### src/rtl/fb_sdram_arbiter.sv
// Shares one toggle-handshake SDRAM port between the BMP download writer and the
// video line prefetcher; reads win in IDLE and a line burst is never preempted.

module fb_byte_fifo #(
    parameter int DEPTH = 4
) (
    input  logic        clk_sys,
    input  logic        init_n,
    input  logic        push,
    input  logic [23:0] wr_rel,
    input  logic [7:0]  wr_dat,
    input  logic        pop,
    output logic [23:0] rd_rel,
    output logic [7:0]  rd_dat,
    output logic        empty,
    output logic        full
);
    localparam int PW = $clog2(DEPTH);
    localparam logic [PW:0] FULL_CNT = (PW + 1)'(DEPTH);

    logic [23:0]   rel_mem [DEPTH];
    logic [7:0]    dat_mem [DEPTH];
    logic [PW-1:0] rd_ptr;
    logic [PW-1:0] wr_ptr;
    logic [PW:0]   count;

    assign empty  = (count == '0);
    assign full   = (count == FULL_CNT);
    assign rd_rel = rel_mem[rd_ptr];
    assign rd_dat = dat_mem[rd_ptr];

    always_ff @(posedge clk_sys) begin
        if (push) begin
            rel_mem[wr_ptr] <= wr_rel;
            dat_mem[wr_ptr] <= wr_dat;
        end
    end

    always_ff @(posedge clk_sys) begin
        if (!init_n) begin
            rd_ptr <= '0;
            wr_ptr <= '0;
            count  <= '0;
        end else begin
            if (push) wr_ptr <= wr_ptr + 1'b1;
            if (pop)  rd_ptr <= rd_ptr + 1'b1;
            case ({push, pop})
                2'b10:   count <= count + 1'b1;
                2'b01:   count <= count - 1'b1;
                default: count <= count;
            endcase
        end
    end
endmodule

module fb_sdram_arbiter #(
    parameter int LINE_PIXELS = 640,
    parameter int FIFO_DEPTH  = 4,
    parameter int ROW_SHIFT   = 9
) (
    input  logic        clk_sys,
    input  logic        init_n,
    input  logic        dl_active,
    input  logic        dl_wr,
    input  logic [23:0] dl_addr,
    input  logic [7:0]  dl_data,
    output logic        dl_overflow,
    output logic        bmp_loaded,
    input  logic        line_req,
    input  logic [8:0]  line_num,
    input  logic [8:0]  line_max,
    output logic        lb_we,
    output logic [9:0]  lb_addr,
    output logic [23:0] lb_data,
    output logic        line_done,
    output logic        mem_req,
    input  logic        mem_ack,
    output logic        mem_we,
    output logic [22:0] mem_addr,
    output logic [1:0]  mem_ds,
    output logic [15:0] mem_d,
    input  logic [31:0] mem_q
);
    localparam logic [1:0] IDLE     = 2'd0;
    localparam logic [1:0] WR_WAIT  = 2'd1;
    localparam logic [1:0] RD_WAIT  = 2'd2;
    localparam logic [1:0] RD_STORE = 2'd3;
    localparam logic [9:0] X_LAST   = 10'(LINE_PIXELS - 1);

    logic [1:0]  state;
    logic        dl_active_q;
    logic        dl_fell;
    logic [23:0] data_start;
    logic        pending;
    logic [8:0]  pend_line;
    logic [8:0]  row;
    logic [9:0]  x;

    logic        dl_rise, dl_fall;
    logic        byte_ok, push, pop, start_rd;
    logic        fifo_empty, fifo_full;
    logic        ovf_set, loaded_set, mem_done;
    logic [23:0] rel;
    logic [23:0] pop_rel;
    logic [7:0]  pop_dat;
    logic [8:0]  new_row;
    logic [9:0]  x_next;

    // Pixel (row, x) to 16-bit word address; the 24-bit byte address wraps silently.
    function automatic logic [22:0] rd_addr(input logic [8:0] r, input logic [9:0] px);
        logic [23:0] pix;
        logic [23:0] byte_a;
        pix    = ({15'd0, r} << ROW_SHIFT) + {14'd0, px};
        byte_a = pix << 2;
        return byte_a[23:1];
    endfunction

    assign dl_rise  = dl_active & ~dl_active_q;
    assign dl_fall  = ~dl_active & dl_active_q;
    assign byte_ok  = dl_wr && (dl_addr >= 24'd14) && (dl_addr >= data_start);
    assign rel      = dl_addr - data_start;
    assign start_rd = (state == IDLE) && pending;
    assign pop      = (state == IDLE) && !pending && !fifo_empty;
    // A full FIFO still accepts a byte when an entry leaves in the same cycle.
    assign push     = byte_ok && (!fifo_full || pop);
    assign ovf_set  = byte_ok && fifo_full && !pop;
    assign mem_done = (mem_ack == mem_req);
    assign new_row  = line_max - 9'd1 - pend_line;
    assign x_next   = x + 10'd1;
    assign loaded_set = !dl_active && fifo_empty && (state != WR_WAIT) && (dl_fell || dl_fall);

    assign lb_we     = (state == RD_STORE);
    assign lb_addr   = x;
    assign line_done = (state == RD_STORE) && (x == X_LAST);

    fb_byte_fifo #(.DEPTH(FIFO_DEPTH)) u_fifo (
        .clk_sys (clk_sys),
        .init_n  (init_n),
        .push    (push),
        .wr_rel  (rel),
        .wr_dat  (dl_data),
        .pop     (pop),
        .rd_rel  (pop_rel),
        .rd_dat  (pop_dat),
        .empty   (fifo_empty),
        .full    (fifo_full)
    );

    // Download bookkeeping: header offset, overflow and completion flags.
    always_ff @(posedge clk_sys) begin
        if (!init_n) begin
            dl_active_q <= 1'b0;
            dl_fell     <= 1'b0;
            data_start  <= '0;
            dl_overflow <= 1'b0;
            bmp_loaded  <= 1'b0;
        end else begin
            dl_active_q <= dl_active;
            if (dl_rise) begin
                data_start  <= '0;
                dl_overflow <= 1'b0;
                bmp_loaded  <= 1'b0;
                dl_fell     <= 1'b0;
            end else if (dl_fall) begin
                dl_fell <= 1'b1;
            end
            if (dl_wr && dl_addr == 24'd10) data_start[7:0]   <= dl_data;
            if (dl_wr && dl_addr == 24'd11) data_start[15:8]  <= dl_data;
            if (dl_wr && dl_addr == 24'd12) data_start[23:16] <= dl_data;
            if (ovf_set)    dl_overflow <= 1'b1;
            if (loaded_set) bmp_loaded  <= 1'b1;
        end
    end

    always_ff @(posedge clk_sys) begin
        if (!init_n) begin
            pending   <= 1'b0;
            pend_line <= '0;
        end else begin
            if (start_rd) pending <= 1'b0;
            // A request landing on the service cycle stays pending for the next burst.
            if (line_req) begin
                pending   <= 1'b1;
                pend_line <= line_num;
            end
        end
    end

    always_ff @(posedge clk_sys) begin
        if (!init_n) begin
            state    <= IDLE;
            row      <= '0;
            x        <= '0;
            lb_data  <= '0;
            mem_req  <= 1'b0;
            mem_we   <= 1'b0;
            mem_addr <= '0;
            mem_ds   <= '0;
            mem_d    <= '0;
        end else begin
            case (state)
                IDLE: begin
                    if (start_rd) begin
                        row      <= new_row;
                        x        <= '0;
                        mem_addr <= rd_addr(new_row, 10'd0);
                        mem_we   <= 1'b0;
                        mem_ds   <= 2'b11;
                        mem_d    <= '0;
                        mem_req  <= ~mem_req;
                        state    <= RD_WAIT;
                    end else if (pop) begin
                        mem_addr <= pop_rel[23:1];
                        mem_we   <= 1'b1;
                        mem_ds   <= {pop_rel[0], ~pop_rel[0]};
                        mem_d    <= {pop_dat, pop_dat};
                        mem_req  <= ~mem_req;
                        state    <= WR_WAIT;
                    end
                end
                WR_WAIT: begin
                    if (mem_done) state <= IDLE;
                end
                RD_WAIT: begin
                    // Capture here so the store does not rely on mem_q being held.
                    if (mem_done) begin
                        lb_data <= mem_q[23:0];
                        state   <= RD_STORE;
                    end
                end
                RD_STORE: begin
                    if (x == X_LAST) begin
                        state <= IDLE;
                    end else begin
                        x        <= x_next;
                        mem_addr <= rd_addr(row, x_next);
                        mem_we   <= 1'b0;
                        mem_ds   <= 2'b11;
                        mem_d    <= '0;
                        mem_req  <= ~mem_req;
                        state    <= RD_WAIT;
                    end
                end
                default: state <= IDLE;
            endcase
        end
    end
endmodule

### config.mk
export PLATFORM = sky130hd
export DESIGN_NAME = fb_sdram_arbiter
export DESIGN_NICKNAME = d
export VERILOG_FILES = /design/src/rtl/fb_sdram_arbiter.sv
export SDC_FILE = /design/constraint.sdc
export NUM_CORES = 1
export LEC_CHECK = 0
export CAP_MARGIN = 15
export CORE_AREA = 8 8 144 172
export DETAILED_ROUTE_END_ITERATION = 10
export DIE_AREA = 0 0 152 180
export HOLD_SLACK_MARGIN = 0.05
export PLACE_DENSITY = 0.79
export SLEW_MARGIN = 20
export SYNTH_ARGS = -nofsm -noshare
export SYNTH_HDL_FRONTEND = slang
export SYNTH_HIERARCHICAL = 1
export SYNTH_SLANG_ARGS = --single-unit
### constraint.sdc
create_clock -name clk_sys -period 5.13 [get_ports clk_sys]
set_clock_uncertainty 0.2 [all_clocks]
set_input_delay 0.513 -clock clk_sys [delete_from_list [all_inputs] [get_ports clk_sys]]
set_output_delay 0.513 -clock clk_sys [all_outputs]
set_load 0.01 [all_outputs]
==> summary by stage <==
Worst setup path
Together, buffers and inverters on the worst path number 4. The largest driver fanout on the critical path is 5. The end of the worst register-to-register path is u_fifo/count[2]. The critical path runs through a total of 17 cells.

Among all stages on the critical path, the largest delay is contributed by clkdlybuf4s50_1. The capturing element of the worst setup path is u_fifo/count[2]. The cell that appears most often on the critical path is inv_1. The largest single stage delay on the critical path is roughly 0.58 ns. The worst setup path is launched from a primary input. The setup path with the least slack is of type in -> reg.

At the worst endpoint, the required time is 5.38 ns. The kind of end point of the critical path is a flip-flop. The signal on the critical path passes through clkdlybuf4s50_1 -> inv_1 -> ha_1 -> fa_1 -> nand2b_1 -> a21o_1 -> a311oi_2 -> a31o_4 -> o21ai_0 -> nor2_1 -> inv_1 -> ha_1 -> inv_1 -> fa_1 -> xor2_1 -> or3_1 -> a21boi_0. The worst path arrival time is 4.26 ns. The gate family responsible for the most delay along the worst path is compound AO/OA/AOI/OAI gates. The depth of the worst register-to-register path is 15. Across all register-to-register paths, the minimum setup slack is around 1.3 ns. The start point of the critical path is dl_addr[0]. The start of the worst register-to-register path is data_start[17].

Job
Across the run, the number of max-cap violations was 0.

Global route
The total routing resource utilization after global routing is 20.2%. The leftover overflow at the end of global routing is 0. The number of global-route vias before repair is 8763. The number of antenna violations at the first check in global routing is 0.

The most used routing layer in global routing is met2. The met2 track demand over resource in global routing is 36.6%. In the global route stage, met1 resource usage came out at 24.0%. Global routing used 3.41% of the available met3 tracks. Entering global routing, the biggest net connects 71 pins. The first global-routing pass estimated approximately 45000 µm of wire.

Clocking
After clock tree synthesis, the setup repair step added 0 buffers. The clock tree from TritonCTS is done. The number of clock buffers added by TritonCTS is 25. For this design, the CTS-stage hold fixing added 0 buffers. The number of H-tree levels is 1. Gates resized during post-CTS repair numbered 0. The root buffer cell chosen for the clock tree is clkbuf_16. The clock latency on the worst-skew pair is ~0.52 ns. The register clock-pin slew on the reported worst setup and hold paths is 0.06 ns. Counting along the longest clock path gives a buffer depth of 3.

The clock drives 255 sinks.

Layout
Relative to the synthesized area, the layout overhead comes to 21.3%. Cells fill 64.9% of the core in the end. The number of antenna diodes in the final layout is 0.

For this run, the post-layout net count is between 1000 and 1500. In the layout the commonest cells are clkdlybuf4s50_1, nand2_1, edfxtp_1. The final instance area is around 14000 µm². The most common cell after layout, fill and taps aside is clkdlybuf4s50_1.

The share of final-layout standard cells stronger than drive strength 1 is 7.77%.

Yosys
The average instance area after synthesis is 10.9 µm². The proportion of register bits with asynchronous set or reset after synthesis is 0%. The cell area that synthesis handed to floorplanning was 11900 µm². The number of different library cells in the post-synthesis netlist is 64.

In the synthesized netlist the dominant register cell turns out to be edfxtp_1. The synthesized design contains 128 enable-type register cells. The Yosys step of the flow raised 6 warnings.

The number of nets handed over by synthesis was 1223. Sequential elements use 53.9% of the synthesized area. In this run, synthesis produced a sequential element count of around 260. The post-synthesis instance total is 1087.

Drt
The detailed router's first-iteration violation count is 635. The average vias per placed instance is around 5.7. The post-route DRC violation count is 0. The first detailed-routing pass took 5 iterations. The final antenna-violating net count is 0. The total vias in the final route is 8695. The final routed wire length divided by cell count is 18.5 µm. Summed over all layers, the routed wires come to 28200 µm.

STA
The achievable frequency is around 250 MHz. The final sum of negative setup slack is 0 ns. The worst path meets setup with 1.11 ns of slack.

The max-slew headroom at the worst pin is 29.3%. The final hold violation count is 0. The clock period minus final worst setup slack is approximately 4.0 ns. Setup repair after global routing left no endpoint under its margin.

Setup violations remaining at the end of the flow were counted as 0. The final cycle utilization of the critical path is 78.3%. The max-slew violation count is 0. The slew at the pin closest to its max-slew limit is 1.06 ns.

Run status
The flow ran to the end, and the final reports show no timing, DRC or antenna violations.

Floorplan
The width of the chip is between 150 and 200 µm. The initial utilization of the core area, before any placement, comes to 53.5%. The initialized floorplan defines 60 standard-cell rows. The die covers about 27000 µm². The core region is 22100 µm². The number of primary I/O pins is 169. The vertical die dimension is 180 µm.

Place
The post-place setup slack is 0.599 ns. The count of buffers added on input and output ports is 160. The HPWL reported at the end of detailed placement is 19800 µm. The routability congestion estimate from global placement is 0.867.

The placed instances occupy a cell area of about 14000 µm².

Power
The areal power density over the cells is 433 nW/µm². VDD sags by at most around 0.27 mV. The leakage dissipation is 4.97 nW.

Hold path
The worst hold path belongs to the class reg -> reg.
[worst min path at each step]
stage	startpoint	end	slack (ns)	cells after the start
final	lb_data[10]	lb_data[10]	0.25	2
after global placement	mem_addr[21]	mem_addr[21]	0.24	2
after detailed placement	mem_addr[20]	mem_addr[20]	0.25	2
after global routing	lb_data[4]	lb_data[4]	0.28	2
after floorplan	row[0]	row[0]	0.24	2
after CTS	mem_addr[20]	mem_addr[20]	0.25	2
[synthesized netlist by cell type (3+ instances only)]
cell,number,share of area [%]
a211o_1,5,0.37
a211oi_1,13,0.82
a21boi_0,4,0.25
a21o_1,8,0.51
a21oi_1,125,5.3
a311oi_1,5,0.37
and2_1,21,1.1
and3_1,8,0.42
buf_12,3,0.51
buf_2,9,0.38
buf_4,8,0.51
buf_6,6,0.57
clkbuf_1,31,0.98
dfxtp_1,127,21
edfxtp_1,128,32
fa_1,3,0.51
ha_1,45,4.7
inv_1,47,1.5
mux2i_1,16,1.4
mux4_2,30,5.7
nand2_1,147,4.7
nand2b_1,6,0.32
nand3_1,58,2.4
nand4_1,4,0.21
nor2_1,74,2.3
nor2b_1,6,0.32
nor3_1,12,0.51
nor3_2,3,0.25
nor4_1,6,0.32
o211ai_1,3,0.19
o21a_1,6,0.38
o21ai_0,31,1.3
o21bai_1,6,0.38
or3_1,5,0.26
xnor2_1,25,1.8
xor2_1,20,1.5
[power breakdown]
group          internal, mW  switching, mW  total (mW)  leakage [nW]
combinational         0.859           1.05        1.91          2.40
sequential             2.41          0.167        2.57          2.20
clock                 0.998          0.740        1.74         0.374
[cell families (layout without fill, tap and decap cells)]
| logic type | count (synthesis) | in the layout | synth area share [%] |
|---|---|---|---|
| simple gates | 365 | 365 | 14.5 |
| flops | 255 | 255 | 53.9 |
| compound gates | 220 | 220 | 11.1 |
| buf+inv | 106 | 267 | 4.50 |
| fa+ha+maj | 48 | 48 | 5.26 |
| mux | 48 | 48 | 7.49 |
| xor+xnor | 45 | 45 | 3.32 |
[through the flow]
step,hold slack (ns),instances,power [mW]
after floorplan,0.241,1087,3.85
after global placement,0.241,1481,4.47
after detailed placement,0.245,1481,4.53
after CTS,0.253,1527,6.28
after global routing,0.275,1527,6.54
final,0.251,1527,6.23
[final cells by class]
type	instances	area, µm²
inverters	48	181
fillers	1706	7770
clock inverters	14	119
flip-flops and latches	255	6390
well taps	279	349
repair buffers	173	1750
clock buffers	32	652
multi-input cells	726	4940
[routing by layer]
metal  vias up  wire [µm]
li1       4162          -
met1      4194      11700
met2       295      14100
met3        44       1700
met4         0        679
met5         -          0
[tightest hold or removal path: cells and delay by family, from the launching register on]
family / cells / cell delay (ns)
DFF: 1 / 0.30
and+or+nand+nor: 1 / 0.05
AOI/OAI and AO/OA: 1 / 0.05
[registers in the layout (all words and copies together), names as in the netlist, named ones only]
signal and flops:
u_fifo/rel_mem 96, u_fifo/dat_mem 32, data_start 24, lb_data 24
mem_addr 23, lb_addr 10, pend_line 9, row 9
mem_d 8, u_fifo/count 3, mem_ds 2, state 2
u_fifo/rd_ptr 2, u_fifo/wr_ptr 2, bmp_loaded 1, dl_active_q 1
dl_fell 1, dl_overflow 1, mem_req 1, mem_we 1
pending 1
(Power assumes the default switching activity.)
